### config.mk
export PLATFORM = sky130hd
export DESIGN_NAME = ysyx_22050710_ifu_fb
export DESIGN_NICKNAME = d
export VERILOG_FILES = /design/src/rtl/ysyx_22050710_ifu_fb.sv
export SDC_FILE = /design/constraint.sdc
export NUM_CORES = 1
export LEC_CHECK = 0
export BUFFER_PORTS_ARGS = -buffer_cell sky130_fd_sc_hd__clkbuf_2
export CAP_MARGIN = 30
export CORE_MARGIN = 5
export CORE_UTILIZATION = 55
export CTS_BUF_LIST = sky130_fd_sc_hd__clkbuf_4 sky130_fd_sc_hd__clkbuf_8
export DETAILED_ROUTE_END_ITERATION = 16
export PLACE_DENSITY = 0.77
export SYNTH_ARGS = -nofsm -noshare
export SYNTH_HDL_FRONTEND = slang
export SYNTH_SLANG_ARGS = --single-unit
### constraint.sdc
create_clock -name i_clk -period 11.75 [get_ports i_clk]
set_clock_uncertainty 0.1 [all_clocks]
set_input_delay 0 -clock i_clk [delete_from_list [all_inputs] [get_ports i_clk]]
set_output_delay 0 -clock i_clk [all_outputs]
set_load 0.02 [all_outputs]
### src/rtl/ysyx_22050710_ifu_fb.sv
// Buffered instruction fetch unit: owns the fetch PC, issues one aligned read per
// instruction over a valid/ready memory channel and queues the results in a small
// fetch buffer that drains to decode. A redirect flushes the buffer and drops any
// in-flight response.
// Optional: define YSYX_22050710_IFU_TRACE_EN for a simulation-only push/redirect trace.
module ysyx_22050710_ifu_fb #(
    parameter int unsigned           INST_WIDTH = 32,
    parameter int unsigned           DATA_WIDTH = 64,
    parameter int unsigned           ADDR_WIDTH = 64,
    parameter int unsigned           FB_DEPTH   = 4,
    parameter logic [ADDR_WIDTH-1:0] RESET_PC   = ADDR_WIDTH'(64'h8000_0000)
) (
    input  logic                  i_clk,
    input  logic                  i_rst_n,
    input  logic                  i_redirect,
    input  logic [ADDR_WIDTH-1:0] i_redirect_pc,
    output logic                  o_mem_req_valid,
    input  logic                  i_mem_req_ready,
    output logic [ADDR_WIDTH-1:0] o_mem_req_addr,
    input  logic                  i_mem_resp_valid,
    output logic                  o_mem_resp_ready,
    input  logic [DATA_WIDTH-1:0] i_mem_resp_data,
    input  logic                  i_mem_resp_err,
    output logic                  o_inst_valid,
    input  logic                  i_inst_ready,
    output logic [ADDR_WIDTH-1:0] o_pc,
    output logic [INST_WIDTH-1:0] o_inst,
    output logic                  o_fault
);

    localparam int unsigned NumLanes = DATA_WIDTH / INST_WIDTH;
    localparam int unsigned LaneW    = (NumLanes > 1) ? $clog2(NumLanes) : 1;
    localparam int unsigned LaneLsb  = $clog2(INST_WIDTH / 8);
    localparam int unsigned BeatLsb  = $clog2(DATA_WIDTH / 8);
    localparam int unsigned PtrW     = $clog2(FB_DEPTH);
    localparam int unsigned CntW     = PtrW + 1;

    localparam logic [ADDR_WIDTH-1:0] AlignMask = {ADDR_WIDTH{1'b1}} << BeatLsb;
    localparam logic [ADDR_WIDTH-1:0] InstMask  = ~({ADDR_WIDTH{1'b1}} << LaneLsb);
    localparam logic [ADDR_WIDTH-1:0] Step      = ADDR_WIDTH'(INST_WIDTH / 8);
    localparam logic [CntW-1:0]       Depth     = CntW'(FB_DEPTH);

    typedef enum logic [1:0] {StIdle, StReq, StWait} state_e;

    state_e                  state_q, state_d;
    logic [ADDR_WIDTH-1:0]   fpc_q, fpc_d;
    logic [ADDR_WIDTH-1:0]   req_pc_q, req_pc_d;  // address held stable while REQ is pending
    logic                    discard_q, discard_d;
    logic                    stop_q, stop_d;      // fetch halted after a fault entry

    logic [ADDR_WIDTH-1:0]   pc_mem_q    [FB_DEPTH];
    logic [INST_WIDTH-1:0]   inst_mem_q  [FB_DEPTH];
    logic                    fault_mem_q [FB_DEPTH];
    logic [PtrW-1:0]         rd_ptr_q, wr_ptr_q;
    logic [CntW-1:0]         count_q;

    logic                    push, pop, push_fault, credit, misaligned;
    logic [INST_WIDTH-1:0]   push_inst, lane_inst;
    logic [LaneW-1:0]        lane;
    logic [NumLanes-1:0][INST_WIDTH-1:0] beat_lanes;

    assign beat_lanes = i_mem_resp_data;
    if (NumLanes > 1) begin : g_lane
        assign lane = LaneW'(fpc_q >> LaneLsb);
    end else begin : g_lane_single
        assign lane = '0;
    end
    assign lane_inst  = beat_lanes[lane];

    // The only outstanding transaction lives in REQ/WAIT, so in IDLE credit is just free space.
    assign credit     = count_q < Depth;
    assign misaligned = |(fpc_q & InstMask);
    assign pop        = (count_q != '0) && i_inst_ready && !i_redirect;

    // Fetch FSM next state, PC update and push request
    always_comb begin
        state_d    = state_q;
        fpc_d      = fpc_q;
        req_pc_d   = req_pc_q;
        discard_d  = discard_q;
        stop_d     = stop_q;
        push       = 1'b0;
        push_inst  = '0;
        push_fault = 1'b0;
        unique case (state_q)
            StIdle: begin
                if (!stop_q && credit) begin
                    if (misaligned) begin
                        push       = 1'b1;
                        push_fault = 1'b1;
                        stop_d     = 1'b1;
                    end else begin
                        state_d  = StReq;
                        req_pc_d = fpc_q;
                    end
                end
            end
            StReq: begin
                if (i_mem_req_ready) state_d = StWait;
            end
            StWait: begin
                if (i_mem_resp_valid) begin
                    state_d = StIdle;
                    if (discard_q) begin
                        discard_d = 1'b0;
                    end else begin
                        push       = 1'b1;
                        push_inst  = lane_inst;
                        push_fault = i_mem_resp_err;
                        fpc_d      = fpc_q + Step;
                        if (i_mem_resp_err) stop_d = 1'b1;
                    end
                end
            end
            default: state_d = StIdle;
        endcase
        if (i_redirect) begin
            fpc_d  = i_redirect_pc;
            stop_d = 1'b0;
            push   = 1'b0;
            if (state_q == StIdle) begin
                state_d = StIdle;
            end else if (state_q == StWait && i_mem_resp_valid) begin
                // The outstanding response retires this very cycle; nothing left to drop.
                discard_d = 1'b0;
            end else begin
                discard_d = 1'b1;
            end
        end
    end

    // FSM and fetch PC registers
    always_ff @(posedge i_clk) begin
        if (!i_rst_n) begin
            state_q   <= StIdle;
            fpc_q     <= RESET_PC;
            req_pc_q  <= RESET_PC;
            discard_q <= 1'b0;
            stop_q    <= 1'b0;
        end else begin
            state_q   <= state_d;
            fpc_q     <= fpc_d;
            req_pc_q  <= req_pc_d;
            discard_q <= discard_d;
            stop_q    <= stop_d;
        end
    end

    // Fetch buffer pointers and occupancy; redirect empties it
    always_ff @(posedge i_clk) begin
        if (!i_rst_n || i_redirect) begin
            rd_ptr_q <= '0;
            wr_ptr_q <= '0;
            count_q  <= '0;
        end else begin
            if (push) wr_ptr_q <= wr_ptr_q + 1'b1;
            if (pop)  rd_ptr_q <= rd_ptr_q + 1'b1;
            count_q <= count_q + CntW'(push) - CntW'(pop);
        end
    end

    // Fetch buffer storage; contents are don't-care while the entry is invalid
    always_ff @(posedge i_clk) begin
        if (push) begin
            pc_mem_q[wr_ptr_q]    <= fpc_q;
            inst_mem_q[wr_ptr_q]  <= push_inst;
            fault_mem_q[wr_ptr_q] <= push_fault;
        end
    end

    assign o_mem_req_valid  = (state_q == StReq);
    assign o_mem_req_addr   = ((state_q == StIdle) ? fpc_q : req_pc_q) & AlignMask;
    assign o_mem_resp_ready = 1'b1;
    assign o_inst_valid     = (count_q != '0);
    assign o_pc             = o_inst_valid ? pc_mem_q[rd_ptr_q]    : '0;
    assign o_inst           = o_inst_valid ? inst_mem_q[rd_ptr_q]  : '0;
    assign o_fault          = o_inst_valid ? fault_mem_q[rd_ptr_q] : 1'b0;

`ifdef YSYX_22050710_IFU_TRACE_EN
    // Simulation-only trace of pushes and redirects
    always_ff @(posedge i_clk) begin
        if (i_rst_n) begin
            if (i_redirect) $display("ifu: redirect %x", i_redirect_pc);
            else if (push)  $display("ifu: pc=%x inst=%x fault=%b", fpc_q, push_inst, push_fault);
        end
    end
`else
`endif

endmodule

Word level (Yosys, flattened, before mapping)
Memories as Yosys holds them, arrays and structs flattened. A register that Yosys moved wholly into a read port is not among the register bits.
Cells that the tools add are included.
{ "totals": {"ram_bits": 388, "mem_count": 3, "register_bits": 139, "word_cells": 94} }
{ "memory_table": {"columns": ["name", "depth", "word_bits", "read_ports", "rd_ports_with_merged_regs", "write_ports", "line", "rtl"], "rows": [
  ["pc_mem_q", 4, 64, 1, 1, 1, "51", "logic [ADDR_WIDTH-1:0] pc_mem_q [FB_DEPTH];"],
  ["inst_mem_q", 4, 32, 1, 1, 1, "52", "logic [INST_WIDTH-1:0] inst_mem_q [FB_DEPTH];"],
  ["fault_mem_q", 4, 1, 1, 1, 1, "53", "logic fault_mem_q [FB_DEPTH];"]
]} }
{ "op_classes": {"magnitude_cmp": 2, "reduce_logical": 18, "n_eq_ne": 8, "bitwise": 2, "add_sub_neg": 5, "n_mux": 48} }
{ "ops": {"columns": ["op", "count"], "rows": [
  ["2-to-1 mux 64 bit", 6],
  ["2-to-1 mux 32 bit", 6],
  ["adder 64 x 3 -> 64 bit, second input constant", 1],
  ["2-to-1 mux 2 bit", 12],
  ["2-to-1 mux 1 bit", 20],
  ["inequality test 2 bit, second input constant", 6],
  ["case mux 1 bit (2 select lines)", 3],
  ["case mux 2 bit (3 select lines)", 1],
  ["AND reduction 3 bit", 2],
  ["AND reduction 6 bit", 1],
  ["nonzero test 2 bit", 3],
  ["adder 2 x 1 -> 2 bit, second input constant", 2],
  ["logical AND 1 bit", 4],
  ["OR reduction 2 bit", 2],
  ["adder 3 x 1 -> 3 bit", 1],
  ["zero test 1 bit", 3],
  ["less-than comparator 3 bit, second input constant", 1],
  ["nonzero test 3 bit", 1],
  ["subtractor 3 x 1 -> 3 bit", 1],
  ["equality test 2 x 1 -> 1 bit, second input constant", 1],
  ["equality test 2 bit, second input constant", 1],
  ["zero test 2 bit", 1],
  ["less-than comparator 1 x 2 -> 1 bit, second input constant", 1],
  ["inverter 1 bit", 2],
  ["logical OR 1 bit", 1]
]} }

Logic depth before layout (Yosys ltp)
{ "logic_depth": {"ltp_word": 7, "ltp_mapped": 14, "ltp_nobuf": 13} }

Least setup slack after synthesis
Ideal clock, no wire load.
{ "synth_path": {"kind": "register to register", "start": "reg state_q[1]", "end": "mem fault_mem_q[0], enable pin", "path_stages_with_launch": 6, "n_path_buf": 2, "setup_slack_ns": 7.733, "t_arrival_ns": 3.450, "t_required_ns": 11.183, "path_cell_list": "dfxtp_1 -> clkbuf_1 -> nand4bb_1 -> clkbuf_1 -> nand2b_1 -> and3_1"} }
{ "synth_between": {"elab_chain_len": 5} }
{ "synth_lines": {"columns": ["element", "line", "rtl"], "rows": [
  ["from (decl)", "45", "state_e state_q, state_d;"],
  ["from (signal assigned)", "135", "state_q <= StIdle;"],
  ["from (signal assigned)", "141", "state_q <= state_d;"],
  ["equality test 2 bit / zero test 2 bit (equally long branches)", "85", "unique case (state_q)"],
  ["case mux 1 bit (2 select lines) (*)", "85", null],
  ["2-to-1 mux 1 bit (*)", "117", "if (i_redirect) begin"],
  ["2-to-1 mux 1 bit (*)", "164", "if (push) begin"],
  ["2-to-1 mux 1 bit (not written as such) (*)", "167", "fault_mem_q[wr_ptr_q] <= push_fault;"],
  ["to (decl)", "53", null]
]} }
Mark *: on every way between the ends. The rest lies on a longest branch, timed or not.

Worst setup path in the final report
{ "layout_path": {"start": "reg fpc_q[25]", "end": "reg fpc_q[39]"} }
{ "layout_between": {"elab_chain_len": 5} }
{ "layout_lines": {"columns": ["element", "line", "rtl"], "rows": [
  ["from (decl)", "46", "logic [ADDR_WIDTH-1:0] fpc_q, fpc_d;"],
  ["from (signal assigned)", "142", "fpc_q <= fpc_d;"],
  ["adder 64 x 3 -> 64 bit", "110", "fpc_d = fpc_q + Step;"],
  ["2-to-1 mux 64 bit", "104", "if (discard_q) begin"],
  ["2-to-1 mux 64 bit", "102", "if (i_mem_resp_valid) begin"],
  ["2-to-1 mux 64 bit", "85", null],
  ["2-to-1 mux 64 bit", "117", null]
]} }
Every way passes these cells. The select of a mux whose other input is x is not followed.
A chain may end at the register's enable or synchronous reset.

==> results.yml <==
run_status:
  status: "finished, final reports clean"
pwr:
  p_leak_nw: 9.95
  power.density_nw_per_um2: 148
  seq_power_share_pct: 51.3
  p_sw_w: 0.00100
  peakVddDrop_mv: 0.0853
  p_int_w: 0.00311
  comb_power_share_pct: 10.2
  swShare_pct: 24.3
  pwr-share-clk_pct: 38.5
sta:
  hold_viol: 0
  worst_slew_pin_slew_ns: 1.03
  timing.fmax_mhz: 276
  setup_ws_ns: 8.12
  rsz0062_at_grt: "no"
  relSlewSlack_pct: 30.5
  setup_violations: 0
  period_minus_slack_ns: 3.63
  fin_setup_tns_ns: 0
  layout_worst_path_cycle_share_pct: 30.9
  slew_viol_final: 0
clock_tree:
  post-cts-setup-buffer-count: 0
  clock_sinks: 526
  cts_buffers: 82
  cts_root_buffer: "clkbuf_8"
  cts_tree: "yes"
  clockBufferDepth: 3
  h-tree-depth: 3
  clkTransAtPathRegs_ns: 0.06
  clock_latency_ns: 0.63
synth:
  yosysTopAreaCell: "edfxtp_1"
  synth-main-ff-cell: "edfxtp_1"
  yosys_warnings: 0
  syn_area_um2: 22500
  synth_cell_types: 62
  seq_area_frac_synth_pct: 64.0
  synth_edf_count: 388
  synthArstFlopShare_pct: 0
  synth_area_per_cell_um2: 14.1
  synth.area.top_cells: "edfxtp_1 (52%), dfxtp_1 (12%), mux4_2 (9.7%)"
  ys_ff_latch: 526
  synth.top_cell.area_share_pct: 51.8
  syn_inst: 1599
drt:
  antenna_left: 0
  vias: 15700
  drc: 0
  drtPass1Iterations: 5
  drt-initial-drc-count: 1332
  avgRoutedWirePerCell_um: 22.6
  totalWireLength_mm: 60.1
  vias_per_cell: 5.91
setup_path:
  cpPeakStageDelay_ns: 0.72
  start_kind: "register"
  worstSetupPathType: "reg2reg"
  cp_max_fo: 11
  timing.rr.end: "fpc_q[39]"
  r2r_cells: 6
  endpoint_kind: "register"
  cp_data_arrival_time_ns: 4.08
  required_ns: 12.21
  cp_cell_sequence: "nand4_1 -> nor4_1 -> nand4_1 -> or3_1 -> a31oi_1 -> dlygate4sd3_1"
  r2r_start: "fpc_q[25]"
  cp_common_cell: "nand4_1"
  slowest_stage: "nor4_1"
  reg2reg_setup_slack_ns: 8.12
finish:
  area_growth_pct: 23.9
  mostFrequentLayoutCell: "edfxtp_1"
  final_area_um2: 27900
  final_util_pct: 68.6
  drive_above_1_share_pct: 29.4
  final_nets: 2205
  layout_common_cells: "edfxtp_1 (388), clkbuf_2 (293), nand2_1 (177)"
  num_antenna_cells: 0
floorplanning:
  die_w_um: 212
  initial_core_util_pct: 55.4
  core_area_um2: 40600
  rows: 74
  die_height_um: 212
  io_pins: 299
  dieArea_um2: 45100
min_path:
  hold_class: "in2reg"
  hold_end: "fpc_q[25]"
  hold_path_depth: 4
  min_from: "i_redirect_pc[25]"
placement:
  place_hpwl_mm: 36.9
  pre_cts_ws_ns: 8.20
  gp_congestion: 0.827
  placed_cell_area_um2: 24400
  portBuffers: 294
run:
  cap_violations: 0
global_routing:
  grt_usage_pct: 26.5
  grt_pass1_vias: 16200
  grt.overflow.total: 0
  grt_pass1_wl_mm: 91.9
  grt_max_degree: 100
  antenna_found_initial: 1
-- cell usage after synthesis, types with 15 or more instances --
master and number:
inv_1 19, o211a_1 19, mux2_2 50, nand2b_1 17, a31oi_1 15, mux4_2 97
clkbuf_1 80, a21boi_0 60, nor4_1 19, dfxtp_1 138, buf_1 19, o21ai_0 52
edfxtp_1 388, nand2_1 178, nand4_1 25, nand3_1 38, xnor2_1 24, mux2i_1 35
nor2_1 59, and3_1 18, and2_1 102
-- metrics by stage --
step           total power (W)  cells  hold slack, ns
6_report               0.00411   2662           0.106
3_3_place_gp           0.00250   2336           0.160
3_5_place_dp           0.00251   2338           0.165
4_1_cts                0.00413   2661          0.0587
5_1_grt                0.00427   2662          0.0993
2_1_floorplan          0.00236   1601          0.0378
-- kinds of logic after synthesis --
group	after synthesis	synth area share [%]
other cells	2	0.0334
mux	182	13.8
xor+xnor	34	1.32
simple gates	525	12.1
buf+inv	128	2.26
flops	526	64.0
compound gates	194	6.01
fa+ha+maj	8	0.478
-- power by group through the flow --
stage | logic (W) | registers (W) | clock network, W
6_report | 0.000421 | 0.00211 | 0.00158
2_1_floorplan | 0.000237 | 0.00212 | 0
5_1_grt | 0.000450 | 0.00212 | 0.00170
3_3_place_gp | 0.000356 | 0.00214 | 0
4_1_cts | 0.000416 | 0.00211 | 0.00160
3_5_place_dp | 0.000363 | 0.00215 | 0
-- flip-flops by register name, summed over array words and instances, names as in the netlist, named ones only --
name / flops
fault_mem_q: 4
req_pc_q: 61
stop_q: 1
inst_mem_q: 128
count_q: 3
wr_ptr_q: 2
rd_ptr_q: 2
fpc_q: 64
discard_q: 1
pc_mem_q: 256
state_q: 2
-- worst max-delay path by stage --
stage / from / end / slack, ns / cells after the start
2_1_floorplan: state_q[1] / fault_mem_q[0] / 7.73 / 5
3_3_place_gp: state_q[0] / pc_mem_q[3][34] / 8.29 / 5
3_5_place_dp: state_q[1] / pc_mem_q[1][34] / 8.20 / 5
4_1_cts: state_q[0] / pc_mem_q[1][31] / 8.19 / 5
5_1_grt: state_q[1] / pc_mem_q[1][39] / 8.01 / 5
6_report: fpc_q[25] / fpc_q[39] / 8.12 / 6
-- area by class of cell --
cell class	count	area, um2
Inverter	19	71.3
Sequential cell	526	14400
Tap cell	532	666
Clock inverter	27	213
Timing Repair Buffer	486	3380
Fill cell	2722	12800
Multi-Input combinational cell	947	7640
Clock buffer	125	1500
-- critical path: cells and delay by family, from the launching register on --
| family | cells | cell delay (ns) |
|---|---|---|
| and+or+nand+nor | 4 | 2.20 |
| buffers and inverters | 1 | 0.57 |
| AOI/OAI and AO/OA | 1 | 0.16 |
| DFF | 1 | 0.53 |
-- routing by layer --
| metal | GRT usage (%) | part of all wire, % |
|---|---|---|
| met2 | 43.7 | 49 |
| met5 | 0 | 0.022 |
| met3 | 4.90 | 8.5 |
| met1 | 36.0 | 40 |
| met4 | 9.20 | 3.0 |
-- timing repair --
item,4_1_cts,5_1_grt
gates resized for setup,0,0
hold buffers,171,0
hold endpoints to repair,231,0
Note: power is estimated with default switching activity, not from simulation.
